$ cat config.mk
export PLATFORM = sky130hd
export DESIGN_NAME = dev_reshuffler_tile
export DESIGN_NICKNAME = d
export VERILOG_FILES = /design/src/rtl/dev_reshuffler_tile.sv
export SDC_FILE = /design/constraint.sdc
export NUM_CORES = 1
export LEC_CHECK = 0
export ABC_AREA = 1
export ABC_CLOCK_PERIOD_IN_PS = 11350
export BUFFER_PORTS_ARGS = -buffer_cell sky130_fd_sc_hd__buf_2
export CAP_MARGIN = 20
export CORE_ASPECT_RATIO = 1.75
export CORE_MARGIN = 2
export CORE_UTILIZATION = 25
export DETAILED_ROUTE_END_ITERATION = 10
export HOLD_SLACK_MARGIN = 0.15
export PLACE_DENSITY = 0.45
export SLEW_MARGIN = 10
export SYNTH_ARGS = -nofsm -noshare
export SYNTH_HDL_FRONTEND = slang
export SYNTH_SLANG_ARGS = --single-unit
export TNS_END_PERCENT = 100
$ cat constraint.sdc
create_clock -name clk_i -period 11.35 [get_ports clk_i]
set_clock_uncertainty 0.05 [all_clocks]
set_input_delay 2.8375 -clock clk_i [delete_from_list [all_inputs] [get_ports clk_i]]
set_output_delay 2.8375 -clock clk_i [all_outputs]
set_load 0.005 [all_outputs]
$ cat src/rtl/dev_reshuffler_tile.sv
// dev_reshuffler_tile: CSR-programmed tile reshuffler.
// Collects SpatPar input beats into a SpatPar x SpatPar tile buffer. The tile is then
// drained as SpatPar output beats in identity, transpose or lane-reverse order.
// Runs repeat for NUM_TILES tiles.
module dev_reshuffler_tile #(
    parameter int SpatPar      = 8,
    parameter int ElemWidth    = 8,
    parameter int RegCount     = 8,
    parameter int RegDataWidth = 32,
    parameter int RegAddrWidth = $clog2(RegCount)
) (
    input  logic                          clk_i,
    input  logic                          rst_ni,
    input  logic [SpatPar*ElemWidth-1:0]  a_i,
    input  logic                          a_valid_i,
    output logic                          a_ready_o,
    output logic [SpatPar*ElemWidth-1:0]  z_o,
    output logic                          z_valid_o,
    input  logic                          z_ready_i,
    input  logic [RegAddrWidth-1:0]       csr_addr_i,
    input  logic [RegDataWidth-1:0]       csr_wr_data_i,
    input  logic                          csr_wr_en_i,
    input  logic                          csr_req_valid_i,
    output logic                          csr_req_ready_o,
    output logic [RegDataWidth-1:0]       csr_rd_data_o,
    output logic                          csr_rsp_valid_o,
    input  logic                          csr_rsp_ready_i
);

    localparam int unsigned CntW = (SpatPar > 1) ? $clog2(SpatPar) : 1;
    localparam logic [CntW-1:0] LastBeat = CntW'(SpatPar - 1);

    localparam logic [RegAddrWidth-1:0] AddrMode      = RegAddrWidth'(0);
    localparam logic [RegAddrWidth-1:0] AddrNumTiles  = RegAddrWidth'(1);
    localparam logic [RegAddrWidth-1:0] AddrStart     = RegAddrWidth'(2);
    localparam logic [RegAddrWidth-1:0] AddrStatus    = RegAddrWidth'(3);
    localparam logic [RegAddrWidth-1:0] AddrTilesDone = RegAddrWidth'(4);

    typedef enum logic [1:0] {
        IDLE,
        FILL,
        DRAIN
    } state_t;

    state_t state, state_next;

    logic [1:0]              mode_reg;
    logic [1:0]              mode_run;
    logic [RegDataWidth-1:0] num_tiles;
    logic [RegDataWidth-1:0] tiles_done;
    logic [RegDataWidth-1:0] tiles_left;
    logic [CntW-1:0]         beat_cnt;
    logic [ElemWidth-1:0]    tile_buf [SpatPar][SpatPar];

    logic                    rsp_valid;
    logic [RegDataWidth-1:0] rd_data;
    logic [RegDataWidth-1:0] rd_mux;

    logic csr_hs, wr_hs, rd_hs;
    logic idle, start;
    logic fill_hs, drain_hs;

    assign csr_req_ready_o = !rsp_valid;
    assign csr_rsp_valid_o = rsp_valid;
    assign csr_rd_data_o   = rd_data;

    assign csr_hs   = csr_req_valid_i && csr_req_ready_o;
    assign wr_hs    = csr_hs && csr_wr_en_i;
    assign rd_hs    = csr_hs && !csr_wr_en_i;
    assign idle     = (state == IDLE);
    assign start    = wr_hs && idle && (csr_addr_i == AddrStart) && csr_wr_data_i[0]
                      && (num_tiles != '0);
    // Handshakes derived from state and inputs so the FSM process never reads its own outputs
    assign fill_hs  = (state == FILL) && a_valid_i;
    assign drain_hs = (state == DRAIN) && z_ready_i;

    // FSM state register
    always_ff @(posedge clk_i or negedge rst_ni) begin
        if (!rst_ni) begin
            state <= IDLE;
        end else begin
            state <= state_next;
        end
    end

    // FSM next-state and stream handshake outputs
    always_comb begin
        state_next = state;
        a_ready_o  = 1'b0;
        z_valid_o  = 1'b0;
        case (state)
            IDLE: begin
                if (start) state_next = FILL;
            end
            FILL: begin
                a_ready_o = 1'b1;
                if (a_valid_i && (beat_cnt == LastBeat)) state_next = DRAIN;
            end
            DRAIN: begin
                z_valid_o = 1'b1;
                if (z_ready_i && (beat_cnt == LastBeat)) begin
                    state_next = (tiles_left == RegDataWidth'(1)) ? IDLE : FILL;
                end
            end
            default: state_next = IDLE;
        endcase
    end

    // Beat counter and run bookkeeping (mode latch, tile counters)
    always_ff @(posedge clk_i or negedge rst_ni) begin
        if (!rst_ni) begin
            beat_cnt   <= '0;
            mode_run   <= '0;
            tiles_done <= '0;
            tiles_left <= '0;
        end else begin
            if (fill_hs || drain_hs) begin
                beat_cnt <= (beat_cnt == LastBeat) ? '0 : beat_cnt + 1'b1;
            end
            if (start) begin
                mode_run   <= mode_reg;
                tiles_done <= '0;
                tiles_left <= num_tiles;
            end else if (drain_hs && (beat_cnt == LastBeat)) begin
                tiles_done <= tiles_done + 1'b1;
                tiles_left <= tiles_left - 1'b1;
            end
        end
    end

    // Tile buffer row write on each accepted input beat
    always_ff @(posedge clk_i) begin
        if (fill_hs) begin
            for (int unsigned c = 0; c < SpatPar; c++) begin
                tile_buf[beat_cnt][CntW'(c)] <= a_i[c*ElemWidth +: ElemWidth];
            end
        end
    end

    // Output beat permutation; driven to zero outside DRAIN
    always_comb begin
        z_o = '0;
        if (state == DRAIN) begin
            for (int unsigned c = 0; c < SpatPar; c++) begin
                case (mode_run)
                    2'd1:    z_o[c*ElemWidth +: ElemWidth] = tile_buf[CntW'(c)][beat_cnt];
                    2'd2:    z_o[c*ElemWidth +: ElemWidth] = tile_buf[beat_cnt][CntW'(SpatPar - 1 - c)];
                    default: z_o[c*ElemWidth +: ElemWidth] = tile_buf[beat_cnt][CntW'(c)];
                endcase
            end
        end
    end

    // CSR read data select
    always_comb begin
        rd_mux = '0;
        case (csr_addr_i)
            AddrMode:      rd_mux = RegDataWidth'(mode_reg);
            AddrNumTiles:  rd_mux = num_tiles;
            AddrStatus:    rd_mux = RegDataWidth'(!idle);
            AddrTilesDone: rd_mux = tiles_done;
            default:       rd_mux = '0;
        endcase
    end

    // CSR writable registers and registered read response
    always_ff @(posedge clk_i or negedge rst_ni) begin
        if (!rst_ni) begin
            mode_reg  <= '0;
            num_tiles <= '0;
            rsp_valid <= 1'b0;
            rd_data   <= '0;
        end else begin
            if (wr_hs && idle) begin
                if (csr_addr_i == AddrMode)     mode_reg  <= csr_wr_data_i[1:0];
                if (csr_addr_i == AddrNumTiles) num_tiles <= csr_wr_data_i;
            end
            if (rd_hs) begin
                rsp_valid <= 1'b1;
                rd_data   <= rd_mux;
            end else if (rsp_valid && csr_rsp_ready_i) begin
                rsp_valid <= 1'b0;
            end
        end
    end

endmodule

After elaboration in Yosys (flattened, before gate mapping). Memories as Yosys holds them, arrays and structs flattened. Index checks and enable logic that the tools add are counted.

Register bits after elaboration: 138. RAM bits: 512. Input bits: 106. Output and inout port bits: 100. Word-level logic and storage cells: 103. Memories kept: 1.

Add/subtract/negate cells: 3. $lt $le $gt $ge: 1. Equal/unequal tests: 13. Mux-type cells: 50. Bitwise operators: 1. Reduce and logical (&&, ||, !) cells: 25.

Memories: tile_buf (depth 8, bits a word 64, read ports 9, clocked after memory_dff 0, write ports 1, RTL line 53) `logic [ElemWidth-1:0] tile_buf [SpatPar][SpatPar];`.

Operator list (count): $bmux W8 S3 (8); $mux W32 (4); $mux W8 (16); $pmux W32 S4 (1); $pmux W8 S2 (8); $mux W64 (1); $add A32 B1 Y32 const B (1); $eq A32 B1 Y1 const B (1); $reduce_bool A32 Y1 (1); $sub A32 B1 Y32 const B (1); $logic_and A1 B1 Y1 (13); $mux W1 (7); $eq A3 B2 Y1 const B (2); $eq A3 B3 Y1 const B (2); $mux W2 (3); $ne A2 B1 Y1 const B (3); $pmux W2 S3 (1); $eq A2 B1 Y1 const B (2); $eq A2 B2 Y1 const B (2); $ge A4 B4 Y1 const B (1); $not A3 Y4 (1); $reduce_and A2 Y1 (2); $reduce_bool A2 Y1 (2); $add A3 B1 Y3 const B (1); 7 further kinds (9).

Longest topological paths before layout. Gate-level depths: netlist of run 1.

Word-level depth: 9. Mapped depth: 14.

Worst setup path before layout of run 1. No wires, ideal clock.

Kind: input port to flip-flop. From: input port a_valid_i. To: memory tile_buf[0][0] in the netlist's numbering (enable). Setup time: 0.644 ns. Arrival: 9.087 ns. Required time: 10.656 ns. Slack: 1.569 ns. Cell stages on the path: 2. Cell sequence: nand2_1 > nor4_1.

Longest elaborated chain between the ends: 3.

RTL lines: start, declared (RTL line 15) `input logic a_valid_i,`; $logic_and A1 B1 Y1 (RTL line 74) `assign fill_hs = (state == FILL) && a_valid_i;`; $mux W1 (RTL line 133) `if (fill_hs) begin`; $mux W1 (not written as such) (RTL line 135) `tile_buf[beat_cnt][CntW'(c)] <= a_i[c*ElemWidth +: ElemWidth];`; end, declared (RTL line 53).

Every way passes these cells.

Final worst setup path of run 1.
From: register beat_cnt[1]. To: output port z_o[53].

Longest elaborated chain between the ends: 6. Elaborated cells on any way between the ends: 7.

RTL lines: start, declared (RTL line 52) `logic [CntW-1:0] beat_cnt;`; start signal, assigned (RTL line 118) `beat_cnt <= (beat_cnt == LastBeat) ? '0 : beat_cnt + 1'b1;`; $not A3 Y4 (not written as such) (RTL line 146) `2'd1: z_o[c*ElemWidth +: ElemWidth] = tile_buf[CntW'(c)][beat_cnt];`; $bmux W8 S3 (RTL line 146); $mux W8 (not written as such) (2 in a row) (RTL line 146); $pmux W8 S2 (*) (RTL line 145) `case (mode_run)`; $mux W64 (*) (RTL line 143) `if (state == DRAIN) begin`; end, declared (RTL line 17) `output logic [SpatPar*ElemWidth-1:0] z_o,`.

Mark *: on every way between the ends. The rest lies on a longest branch, timed or not. The select of a mux whose other input is x is not followed.

==> results of run 1 <==
layout make-up:
| cell class | instances | area share |
|---|---|---|
| sequential | 650 | 0.466 |
| multi-input combinational | 3397 | 0.344 |
| tap | 1840 | 0.0569 |
| clock buffer | 89 | 0.0490 |
| timing repair buffer | 262 | 0.0367 |
| inverter | 353 | 0.0333 |
| clock inverter | 42 | 0.0128 |
| antenna | 27 | 0.00167 |
worst max-delay path, cell delays in order, from the launching register on:
cell and delay [ns]:
sky130_fd_sc_hd__dfrtp_4 0.68, sky130_fd_sc_hd__buf_12 0.47, sky130_fd_sc_hd__inv_6 0.36, sky130_fd_sc_hd__nor2_4 0.18, sky130_fd_sc_hd__buf_4 0.34, sky130_fd_sc_hd__buf_4 0.56
sky130_fd_sc_hd__nand3_1 0.15, sky130_fd_sc_hd__nand2_1 0.11, sky130_fd_sc_hd__nor2_1 0.04, sky130_fd_sc_hd__nand2_1 0.06, sky130_fd_sc_hd__nand2_1 0.06, sky130_fd_sc_hd__nand3_1 0.09
sky130_fd_sc_hd__nand2_1 0.21, sky130_fd_sc_hd__inv_1 0.31, sky130_fd_sc_hd__buf_2 0.17
report_power, final:
| group | switching, mW | leakage (nW) | internal, mW |
|---|---|---|---|
| logic | 3.25 | 12.3 | 1.05 |
| clock network | 1.08 | 1.22 | 1.48 |
| registers | 0.274 | 6.29 | 2.94 |
| total | 4.61 | 19.8 | 5.47 |
layout by cell type (no fill, tap or decap), types with 55 or more instances in the layout:
cell type,count
sky130_fd_sc_hd__nand2_1,2369
sky130_fd_sc_hd__edfxtp_1,512
sky130_fd_sc_hd__nor2_1,398
sky130_fd_sc_hd__inv_1,345
sky130_fd_sc_hd__nand3_1,335
sky130_fd_sc_hd__buf_2,204
sky130_fd_sc_hd__dfrtp_1,135
sky130_fd_sc_hd__o21ai_0,81
sky130_fd_sc_hd__clkbuf_16,75
sky130_fd_sc_hd__buf_4,55
final timing paths:
kind,from,endpoint,slack (ns)
max in group asynchronous,rst_ni,tiles_done[21]$_DFFE_PN0P_,7.68
min in group asynchronous,rst_ni,num_tiles[6]$_DFFE_PN0P_,2.18
max,beat_cnt[1]$_DFFE_PN0P_,z_o[53],3.75
min reg2reg,csr_rd_data_o[10]$_DFFE_PN0P_,csr_rd_data_o[10]$_DFFE_PN0P_,0.42
max reg2reg,beat_cnt[0]$_DFFE_PN0P_,tiles_done[25]$_DFFE_PN0P_,7.12
min,csr_rd_data_o[10]$_DFFE_PN0P_,csr_rd_data_o[10]$_DFFE_PN0P_,0.42
cell usage after synthesis, drive strengths merged, types with 4 or more instances:
master,number,area share
inv,352,0.037
nor3,17,0.0027
clkbuf,53,0.0056
nor2,407,0.045
edfxtp,512,0.44
nand3,335,0.047
o21bai,5,0.0011
xor2,6,0.0015
dfrtp,138,0.098
nand2,2371,0.25
a21oi,40,0.0057
buf,195,0.032
o22ai,26,0.0046
ha,7,0.0025
nor4,5,0.00089
o21ai,110,0.016
nand4,54,0.0097
nand3b,4,0.00085
layer usage:
metal  up-vias  wire length [um]  global-route usage
li1      14900                 -                   -
met1     15200             54600               0.219
met2      1060             80000               0.383
met3       337              8020              0.0306
met4        14              8820               0.125
met5         -                84                   0
through the flow:
| stage | area [um2] | instances |
|---|---|---|
| after floorplan | 35300 | 4648 |
| after global placement | 37900 | 6502 |
| after detailed placement | 37900 | 6502 |
| after CTS | 40400 | 6633 |
| after global routing | 40400 | 6648 |
| final | 40500 | 6660 |
cells by family after synthesis:
kind of cell    synth area share
simple gates               0.359
flops                      0.533
buf+inv                   0.0757
compound gates            0.0283
xor+xnor                 0.00198
fa+ha+maj                0.00248
==> Flow_metrics.wiki, run 1 <==
{| class="wikitable"
! Metric !! Value
|-
| Leakage power summed over all cells || a little under 20 nW
|-
| Max_slew headroom || 0.321
|-
| Setup repair after global routing missed its margin || no
|-
| Pwr dens || ~250 nW/um2
|-
| Via total after detailed routing || 31500
|-
| CTS Root Cell || sky130_fd_sc_hd__clkbuf_16
|-
| Kind of path behind the tightest hold check || flip-flop to flip-flop
|-
| Via count of the first global-routing pass || 31100
|-
| Post-CTS Repair Setup Buffers || 0
|-
| Vias per std cell || 4.73
|-
| Detailed-route wire length per cell || between 20 and 25 um
|-
| Finish-stage setup viols || 0
|-
| Count of input and output buffers || 205
|-
| Final layout net count || 4849
|-
| Post-route minimum period || between 7 and 8 ns
|-
| Boundary pin count || 206
|-
| Nets in the synthesized netlist || between 4000 and 5000
|-
| Number of pins exceeding their max-slew limit in the final report || 0
|-
| Total negative slack || 0 ns
|-
| Number of flip-flops in the largest register || 512
|-
| Core area || ~140000 um2
|-
| Final worst path period share || 0.670
|-
| Die boundary height || between 500 and 600 um
|-
| Hold Slack || 0.422 ns
|-
| Pin count of the biggest net entering global routing || between 100 and 150
|-
| Worst setup path class || flip-flop to output pin
|-
| First-iteration detailed-routing DRC count || ~2200
|-
| Routed wire length || around 150000 um
|-
| Hpwl dp || between 100000 and 150000 um
|-
| Post-synth EDFFs || around 510
|-
| Post-detailed-route DRC marker count || 0
|-
| Clock tree from TritonCTS || yes
|-
| Number of CTS-inserted buffers || 72
|-
| Required arrival time at the worst endpoint || roughly 8.5 ns
|-
| Number of warnings printed during yosys synthesis || 0
|-
| Starting utilization of the core area || 0.251
|-
| Type of origin of the critical path || flip-flop
|-
| Share of post-route cells with drive strength above 1 || 0.0864
|-
| Hold Buf Count CTS || 0
|-
| Depth of the worst register-to-register path || 11
|-
| Post-synth cell types || 38
|-
| Max VDD drop || roughly 0.15 mV
|-
| CTS clk-pin slew, worst paths || about 0.060 ns
|-
| Instance count of the mapped netlist || 4648
|-
| Total congestion overflow after global routing || 0
|-
| Async set or reset register ratio after synthesis || 0.212
|-
| Worst-margin pin slew || between 1 and 1.5 ns
|-
| Status || finished, final reports clean
|-
| Number of antenna violations at the first check in global routing || 41
|-
| Aggregate global-route resource usage || 0.207
|-
| Area used by multi-input combinational logic || 13900 um2
|-
| Fraction of the core area covered by cells at the end of the flow || 0.288
|-
| Largest fanout on the critical path || 96
|-
| Flip-flop and latch count after synthesis || 650
|-
| Antenna viol nets, final || 0
|-
| Hold-critical path depth || 2
|-
| Fill cell instance count of the final layout || around 15000
|-
| Post-synth top flop || sky130_fd_sc_hd__edfxtp_1
|-
| Register with the most flip-flops || tile_buf
|-
| Average footprint of a synthesized cell || roughly 7.6 um2
|-
| Combined flip-flop and latch cell area || roughly 19000 um2
|-
| Wire length of the first global-routing pass || around 220000 um
|-
| Resize count post-CTS || 0
|-
| Peak clock frequency supported by timing || ~0.13 GHz
|-
| TritonCTS sink count || 650
|-
| Pre-CTS worst setup slack || 4.51 ns
|-
| Area growth from synthesis to layout || 14.5%
|-
| Number of hold violations in the final report || 0
|-
| Maximum clock path buffer count || 3
|-
| Clock latency at the later pin of the worst-skew pair || between 0.6 and 0.7 ns
|-
| Area of the die || 144000 um2
|-
| Mapped Area || 35300 um2
|-
| Post-synthesis sequential area ratio || 0.533
|-
| Kind of end point of the critical path || output pin
|-
| Weighted congestion reported at the end of routability-driven placement || about 0.9
|-
| Reported max-cap violation count || 0
|-
| Final setup slack of the worst path || roughly 3.7 ns
|-
| Die X || about 290 um
|-
| Final Power || 10.1 mW
|-
| Total iterations of the first detailed-routing run || 9
|-
| Cell row count || between 150 and 200
|-
| H-tree depth || 3
|-
| Endpoint arrival time on the critical path || 4.72 ns
|}
Note: power is estimated with default switching activity, not from simulation.
==> run 2, diff against run 1 <==
--- a/config.mk
+++ b/config.mk
@@ -6,7 +6,7 @@
 export NUM_CORES = 1
 export LEC_CHECK = 0
 export ABC_AREA = 1
-export ABC_CLOCK_PERIOD_IN_PS = 11350
+export ABC_CLOCK_PERIOD_IN_PS = 7550
 export BUFFER_PORTS_ARGS = -buffer_cell sky130_fd_sc_hd__buf_2
 export CAP_MARGIN = 20
 export CORE_ASPECT_RATIO = 1.75
==> constraint.sdc (replaced) <==
create_clock -name clk_i -period 7.55 [get_ports clk_i]
set_clock_uncertainty 0.05 [all_clocks]
set_input_delay 1.8875 -clock clk_i [delete_from_list [all_inputs] [get_ports clk_i]]
set_output_delay 1.8875 -clock clk_i [all_outputs]
set_load 0.005 [all_outputs]
==> run 2 against run 1 <==
Compared with the run above: sequential cell count unchanged; non-clock buffer count increased by 6; sequential power increased by 52%.
==> Flow_metrics.wiki, run 2 (synthesis gave the netlist of run 1 again) <==
{| class="wikitable"
! Metric !! Value
|-
| Status || finished, final reports clean
|-
| Vias per std cell || 4.74
|-
| Total congestion overflow after global routing || 0
|-
| Final non-filler cell area || between 40000 and 50000 um2
|-
| CTS Root Cell || sky130_fd_sc_hd__clkbuf_16
|-
| Starting utilization of the core area || 0.251
|-
| Leading cell type in the layout, fill and taps excluded || sky130_fd_sc_hd__nand2_1
|-
| Required arrival time at the worst endpoint || roughly 5.6 ns
|-
| Number of CTS-inserted buffers || 72
|-
| Boundary pin count || just over 200
|-
| Detailed-route wire length per cell || approximately 23 um
|-
| Post-route minimum period || ~6.5 ns
|-
| Count of input and output buffers || slightly above 200
|-
| Via total after detailed routing || around 32000
|-
| Hpwl dp || a little over 100000 um
|-
| Clock latency at the later pin of the worst-skew pair || between 0.6 and 0.7 ns
|-
| Hold Buf Count CTS || 0
|-
| Number of hold violations in the final report || 0
|-
| Leakage power summed over all cells || roughly 20 nW
|-
| Reported max-cap violation count || 0
|-
| Non-filler cells in the finished layout || 6663
|-
| Number of antenna violations at the first check in global routing || 32
|-
| Register with the most flip-flops || tile_buf
|-
| Total negative slack || 0 ns
|-
| Hold-critical path depth || 2
|-
| Worst-margin pin slew || between 0.9 and 1 ns
|-
| Wire length of the first global-routing pass || ~220000 um
|-
| Area of the die || 144000 um2
|-
| First-iteration detailed-routing DRC count || 2490
|-
| TritonCTS sink count || 650
|-
| Post-detailed-route DRC marker count || 0
|-
| Total iterations of the first detailed-routing run || 5
|-
| Antenna viol nets, final || 0
|-
| Cell row count || about 180
|-
| Endpoint arrival time on the critical path || 4.52 ns
|-
| Share of post-route cells with drive strength above 1 || 0.0863
|-
| Max_slew headroom || 0.356
|-
| Core area || between 100000 and 150000 um2
|-
| Worst setup path class || flip-flop to output pin
|-
| CTS clk-pin slew, worst paths || about 0.060 ns
|-
| Depth of the worst register-to-register path || 10
|-
| Final setup slack of the worst path || ~1.1 ns
|-
| Pin count of the biggest net entering global routing || between 150 and 200
|-
| Post-placement cell area || around 38000 um2
|-
| Clock tree from TritonCTS || yes
|-
| Pre-CTS worst setup slack || between 1.5 and 2 ns
|-
| Post-CTS Repair Setup Buffers || 0
|-
| Slowest library cell on the worst path || sky130_fd_sc_hd__nor2_4
|-
| Number of flip-flops in the largest register || approximately 500
|-
| Area growth from synthesis to layout || 14.5%
|-
| Kind of path behind the tightest hold check || flip-flop to flip-flop
|-
| Slowest cell delay on critical path || approximately 0.94 ns
|-
| Weighted congestion reported at the end of routability-driven placement || 0.912
|-
| Top library cells by usage in the layout, fill and taps aside || sky130_fd_sc_hd__nand2_1 (2369), sky130_fd_sc_hd__edfxtp_1 (512), sky130_fd_sc_hd__nor2_1 (398)
|-
| H-tree depth || 3
|-
| Kind of end point of the critical path || output pin
|-
| Cell count after placement || 6507
|-
| Final layout net count || just under 5000
|-
| Type of origin of the critical path || flip-flop
|-
| Setup repair after global routing missed its margin || no
|-
| Max VDD drop || approximately 0.23 mV
|-
| Aggregate global-route resource usage || 0.208
|-
| Fill cell instance count of the final layout || between 15000 and 20000
|-
| Pwr dens || about 370 nW/um2
|-
| Finish-stage setup viols || 0
|-
| Peak clock frequency supported by timing || ~0.15 GHz
|-
| Die X || approximately 290 um
|-
| Via count of the first global-routing pass || ~32000
|-
| Routed wire length || between 150000 and 200000 um
|-
| Maximum clock path buffer count || 3
|-
| Resize count post-CTS || 0
|-
| Final worst path period share || 0.856
|-
| Number of pins exceeding their max-slew limit in the final report || 0
|-
| Largest fanout on the critical path || 123
|-
| Cells along the critical path || clkinv_8, nor2_4, buf_4, buf_4, nand2_1, nand2_1, nor2_1, nand2_1, o21bai_1, inv_1, nand2_1, inv_1, buf_2
|-
| Library cell appearing most often on the critical path || sky130_fd_sc_hd__nand2_1
|-
| Die boundary height || between 500 and 600 um
|}
==> run 2: final timing paths <==
path,start,end,slack (ns)
setup / recovery,beat_cnt[0]$_DFFE_PN0P_,z_o[16],1.09
min in group asynchronous,rst_ni,csr_rd_data_o[2]$_DFFE_PN0P_,1.24
setup reg to reg,beat_cnt[0]$_DFFE_PN0P_,tiles_done[25]$_DFFE_PN0P_,3.71
hold / removal,csr_rd_data_o[19]$_DFFE_PN0P_,csr_rd_data_o[19]$_DFFE_PN0P_,0.42
max in group asynchronous,rst_ni,tiles_done[26]$_DFFE_PN0P_,4.82
hold reg to reg,csr_rd_data_o[19]$_DFFE_PN0P_,csr_rd_data_o[19]$_DFFE_PN0P_,0.42
==> run 2: worst max-delay path: cells and delay by family, from the launching register on <==
family                 cells  cell delay (ns)
AND/OR/NAND/NOR            6             1.22
buffers and inverters      6             1.58
flip-flops                 1             0.84
AO/OA/AOI/OAI              1             0.06
==> run 2: layout make-up <==
class | instances | area (um2) | share of cell area
clock buffers | 97 | 2010 | 0.0496
well taps | 1840 | 2300 | 0.0569
multi-input cells | 3397 | 13900 | 0.344
inverters | 353 | 1350 | 0.0333
flip-flops and latches | 650 | 18800 | 0.466
diodes | 23 | 57.6 | 0.00142
repair buffers | 268 | 1610 | 0.0399
clock inverters | 35 | 369 | 0.00912
==> run 2: metrics by stage <==
step | power, mW | hold slack [ns] | util
3_5_place_dp | 11.4 | 0.411 | 0.270
2_1_floorplan | 9.14 | 0.399 | -
4_1_cts | 15.1 | 0.428 | 0.287
5_1_grt | 15.9 | 0.449 | 0.288
6_report | 15.0 | 0.423 | 0.288
3_3_place_gp | 11.4 | 0.408 | 0.270
==> run 2: where the power goes <==
part	leakage, nW	internal [mW]	switching (mW)
Sequential	6.29	4.41	0.464
Combinational	12.4	1.62	4.82
Clock	1.16	2.03	1.63
==> run 2: per-layer routing <==
metal | part of all wire | global-route usage | wire, um
met3 | 0.053 | 0.0278 | 8130
met5 | 0.00053 | 0 | 80
met1 | 0.36 | 0.222 | 55100
met4 | 0.055 | 0.115 | 8360
met2 | 0.53 | 0.390 | 80500
